[src/rtl/sync_fifo_param.sv]
// sync_fifo_param: parametrised single-clock FIFO with occupancy-decoded flags
// and sticky overflow/underflow error reporting.
module sync_fifo_param #(
    parameter int WIDTH     = 4,
    parameter int DEPTH     = 4,
    parameter int AFULL_TH  = 3,
    parameter int AEMPTY_TH = 1
) (
    input  logic                       clk,
    input  logic                       reset_n,
    input  logic [WIDTH-1:0]           data_in,
    input  logic                       push,
    input  logic                       pop,
    input  logic                       err_clr,
    output logic [WIDTH-1:0]           data_out,
    output logic                       fifo_empty,
    output logic                       fifo_full,
    output logic                       almost_empty,
    output logic                       almost_full,
    output logic [$clog2(DEPTH+1)-1:0] fill_count,
    output logic                       overflow,
    output logic                       underflow
);

    localparam int CW = $clog2(DEPTH + 1);
    localparam int PW = (DEPTH > 1) ? $clog2(DEPTH) : 1;

    localparam logic [CW-1:0] DEPTH_C  = CW'(DEPTH);
    localparam logic [CW-1:0] AFULL_C  = CW'(AFULL_TH);
    localparam logic [CW-1:0] AEMPTY_C = CW'(AEMPTY_TH);
    localparam logic [PW-1:0] LAST_PTR = PW'(DEPTH - 1);

    logic [WIDTH-1:0] mem [DEPTH];
    logic [PW-1:0]    wr_ptr;
    logic [PW-1:0]    rd_ptr;
    logic [CW-1:0]    count;
    logic             pop_ok;
    logic             push_ok;

    // Every flag is a decode of the registered count, so no input reaches an output.
    assign fill_count   = count;
    assign fifo_empty   = (count == '0);
    assign fifo_full    = (count == DEPTH_C);
    assign almost_empty = (count <= AEMPTY_C);
    assign almost_full  = (count >= AFULL_C);

    // A full FIFO still takes a push when a pop frees a slot on the same edge.
    assign pop_ok  = pop & ~fifo_empty;
    assign push_ok = push & (~fifo_full | pop_ok);

    always_ff @(posedge clk) begin
        if (push_ok) begin
            mem[wr_ptr] <= data_in;
        end
    end

    always_ff @(posedge clk or negedge reset_n) begin
        if (!reset_n) begin
            wr_ptr    <= '0;
            rd_ptr    <= '0;
            count     <= '0;
            data_out  <= '0;
            overflow  <= 1'b0;
            underflow <= 1'b0;
        end else begin
            if (push_ok) begin
                wr_ptr <= (wr_ptr == LAST_PTR) ? '0 : wr_ptr + PW'(1);
            end
            if (pop_ok) begin
                data_out <= mem[rd_ptr];
                rd_ptr   <= (rd_ptr == LAST_PTR) ? '0 : rd_ptr + PW'(1);
            end
            case ({push_ok, pop_ok})
                2'b10:   count <= count + CW'(1);
                2'b01:   count <= count - CW'(1);
                default: count <= count;
            endcase
            // A new error in the same cycle as err_clr keeps the flag set.
            overflow  <= (push & ~push_ok) | (overflow & ~err_clr);
            underflow <= (pop & ~pop_ok) | (underflow & ~err_clr);
        end
    end

endmodule

[config.mk]
export PLATFORM = sky130hd
export DESIGN_NAME = sync_fifo_param
export DESIGN_NICKNAME = d
export VERILOG_FILES = /design/src/rtl/sync_fifo_param.sv
export SDC_FILE = /design/constraint.sdc
export NUM_CORES = 1
export LEC_CHECK = 0
export CORE_MARGIN = 2
export CORE_UTILIZATION = 37
export CTS_CLUSTER_SIZE = 12
export DETAILED_ROUTE_END_ITERATION = 16
export REMOVE_ABC_BUFFERS = 1
export SLEW_MARGIN = 20
export SYNTH_ARGS = -nofsm -noshare
export SYNTH_HDL_FRONTEND = slang
export SYNTH_SLANG_ARGS = --single-unit
[constraint.sdc]
create_clock -name clk -period 2.4 [get_ports clk]
set_input_delay 0.24 -clock clk [delete_from_list [all_inputs] [get_ports clk]]
set_output_delay 0.24 -clock clk [all_outputs]
set_load 0.03 [all_outputs]
==> results by group <==
Outcome
  • Status: finished, final reports clean

Timing
  • Fin Clk Skew: 3.26 ps
  • RSZ-0062 raised after global routing: false
  • Post-Route Setup TNS: 0 ps
  • Final setup viols: 0
  • Fmax: 471 MHz
  • Rel. slew slack: 54.5%
  • Final Hold Vio Count: 0
  • Tightest Pin Transition: 681 ps
  • Fin crit share: about 88%
  • Tmin final: 2120 ps
  • Fin. max-slew vios: 0

Critical path
  • Setup crit start kind: flip-flop
  • CP arrival: 1880 ps
  • Crit path max fanout: 7
  • Critical path endpoint category: output pin
  • Worst Path Required: 2160 ps
  • Critical Setup Path Class: reg2out

Drt
  • Wire length per cell: 13.8 um
  • # DRC: 0
  • First-pass iteration count of the detailed router: 4
  • ANT nets after route: 0
  • Vias: 806
  • Drt initial violations: 9
  • Vias/cell: 4.66
  • Detailed-route wire length: 2390 um

Clock network
  • Clk buf depth: 2
  • CTS tree: built
  • Cts hold-fix bufs: 0
  • Clk slew on worst S/H paths: 60 ps
  • H-tree depth: 2
  • Post-CTS Repair Setup Buffers: 0
  • CTS buffer count: 5
  • Clock Latency Late Sink: 270 ps
  • Clk root buf: clkbuf_8
  • Clk sink count: 29

Logic synthesis
  • Post-Syn Instances: 100
  • Top_reg_cell synth: edfxtp_1
  • #FFs+latches synth: 29
  • Syn. warnings: 0
  • Register area share after synthesis: 56.7%
  • Mapped Area: 1420 um2
  • Synthesized area per cell: roughly 14 um2
  • Distinct cell type count after synthesis: 29
  • Post-synth EDFFs: 16
  • Asr flop ratio synth: roughly 45%

Power
  • Pwr Density: 1300 nW/um2
  • Clock power frac: 16.1%
  • Psw: 853 uW
  • LEAKAGE: 0.000713 uW
  • Comb pwr share: 48.3%
  • Sw frac: 37.4%
  • P_int: about 1400 uW
  • Power share of the sequential group: 35.6%
  • VDD IR max: 0.560 mV

Global routing
  • Pin count of the biggest net entering global routing: 14
  • Initial antenna violation count: 0
  • Total grt overflow: 0
  • Vias in the first global route: 798
  • Gr usage total: 12.1%
  • First-pass GRT wire length: about 3800 um

Layout
  • Reg area: 806 um2
  • Layout cells sized above 1: 15.2%
  • Layout Cells excl Fill: 173
  • P&R area growth vs syn: 23.2%
  • Antenna diodes: 0
  • Fillers: 342
  • Final net count: 143
  • Multi-input gate area: about 560 um2

Run
  • MaxCap Viol Count: 0

Place
  • GP Congestion: 0.751
  • Port Buffers: 21
  • Post-DP HPWL: 1700 um
  • DP Cell Count: 165

Floorplanning
  • Row cnt: 22
  • Placeable Area: ~3700 um2
  • Initial Utilization: approximately two fifths
  • I/O Pins: 22
  • Die extent in y: ~66 um
  • Total die area: 4350 um2
  • DIE WIDTH: 66.0 um

Worst hold path
  • Hold WC Path Type: in2async
[kinds of logic (layout without fill, tap and decap cells)]
group	count (synthesis)	count (layout)	synth area share (%)
DFF	29	29	56.7
AOI/OAI and AO/OA	15	15	7.75
adders and majority gates	11	11	9.60
xor gates and xnor gates	2	2	1.23
and+or+nand+nor	18	18	7.05
muxes	13	13	13.5
buffers and inverters	12	37	4.14
[cells in the final DEF, fill, tap and decap left out, drive strengths merged, types with 2 or more instances in the layout]
cell type	n
mux2	9
ha	10
mux4	4
nor2b	3
nor2	7
inv	7
a21oi	2
xnor2	2
a22o	2
dfrtp	13
and2	4
o21ai	3
clkdlybuf4s50	19
edfxtp	16
nand2b	3
a21boi	2
clkbuf	8
[timing repair]
action / CTS / global route
endpoints found under the setup margin: 1 / 1
gates resized for setup: 1 / 2
hold endpoints to repair: 0 / 0
[power by group through the flow]
| stage | clock network (uW) | logic [uW] | registers [uW] |
|---|---|---|---|
| after global placement | 0 | 1090 | 819 |
| after CTS | 380 | 1110 | 817 |
| final | 367 | 1100 | 812 |
| after detailed placement | 0 | 1110 | 826 |
| after floorplan | 0 | 585 | 962 |
| after global routing | 403 | 1210 | 838 |
[synth_stat cells (all sizes together) (3+ instances only)]
| library cell | n | area (um2) |
|---|---|---|
| nor2b | 3 | 26.3 |
| mux4 | 4 | 90.1 |
| and2 | 4 | 25.0 |
| nor2 | 7 | 26.3 |
| nand2b | 3 | 18.8 |
| edfxtp | 16 | 480 |
| dfrtp | 13 | 325 |
| inv | 7 | 26.3 |
| ha | 10 | 125 |
| buf | 4 | 28.8 |
| o21ai | 3 | 15.0 |
| mux2 | 9 | 101 |
[worst max-delay path, cell delays in order (launching register included)]
cell	delay (ps)
dfrtp_1	410
inv_1	200
ha_1	200
a21oi_1	40
nor2_1	90
clkdlybuf4s50_1	670
[metal layers]
layer | part of all wire (%) | vias up | GRT usage [%]
met4 | 0.50 | 0 | 3.83
met5 | 0 | - | 0
met2 | 47 | 15 | 17.9
met1 | 47 | 386 | 15.8
li1 | - | 403 | -
met3 | 4.9 | 2 | 5.62
[cell type report]
type	instances	share of cell area (%)
well taps	48	3.43
flip-flops and latches	29	46.1
clock buffers	8	4.58
repair buffers	22	12.5
multi-input cells	59	31.9
inverters	7	1.50
[state kept, by name (all words and copies together) (netlist names)]
| signal | count |
|---|---|
| fill_count | 3 |
| underflow | 1 |
| overflow | 1 |
| mem | 16 |
| rd_ptr | 2 |
| data_out | 4 |
| wr_ptr | 2 |
[worst paths after layout]
kind | start | to | slack [ps] | cells past startpoint
max | fill_count[1] | almost_empty | 280 | 5
max in group asynchronous | reset_n | fill_count[0] | 1580 | 1
max reg2reg | fill_count[1] | data_out[3] | 450 | 5
min | reset_n | data_out[0] | 380 | 1
min in group clk | data_out[2] | data_out[2] | 500 | 1
min reg2reg | data_out[2] | data_out[2] | 500 | 1
[metrics by stage]
stage / power [uW] / hold slack (ps) / instance area, um2 / worst slack [ps] / utilization (%)
after floorplan: 1550 / -55.6 / 1390 / 363 / -
after global placement: 1910 / 489 / 1670 / 356 / 45.1
after detailed placement: 1940 / 494 / 1670 / 298 / 45.1
after CTS: 2310 / 408 / 1740 / 49.1 / 47.3
after global routing: 2450 / 430 / 1750 / 172 / 47.4
final: 2280 / 385 / 1750 / 279 / 47.4
Power figures use the tool's default switching activity.
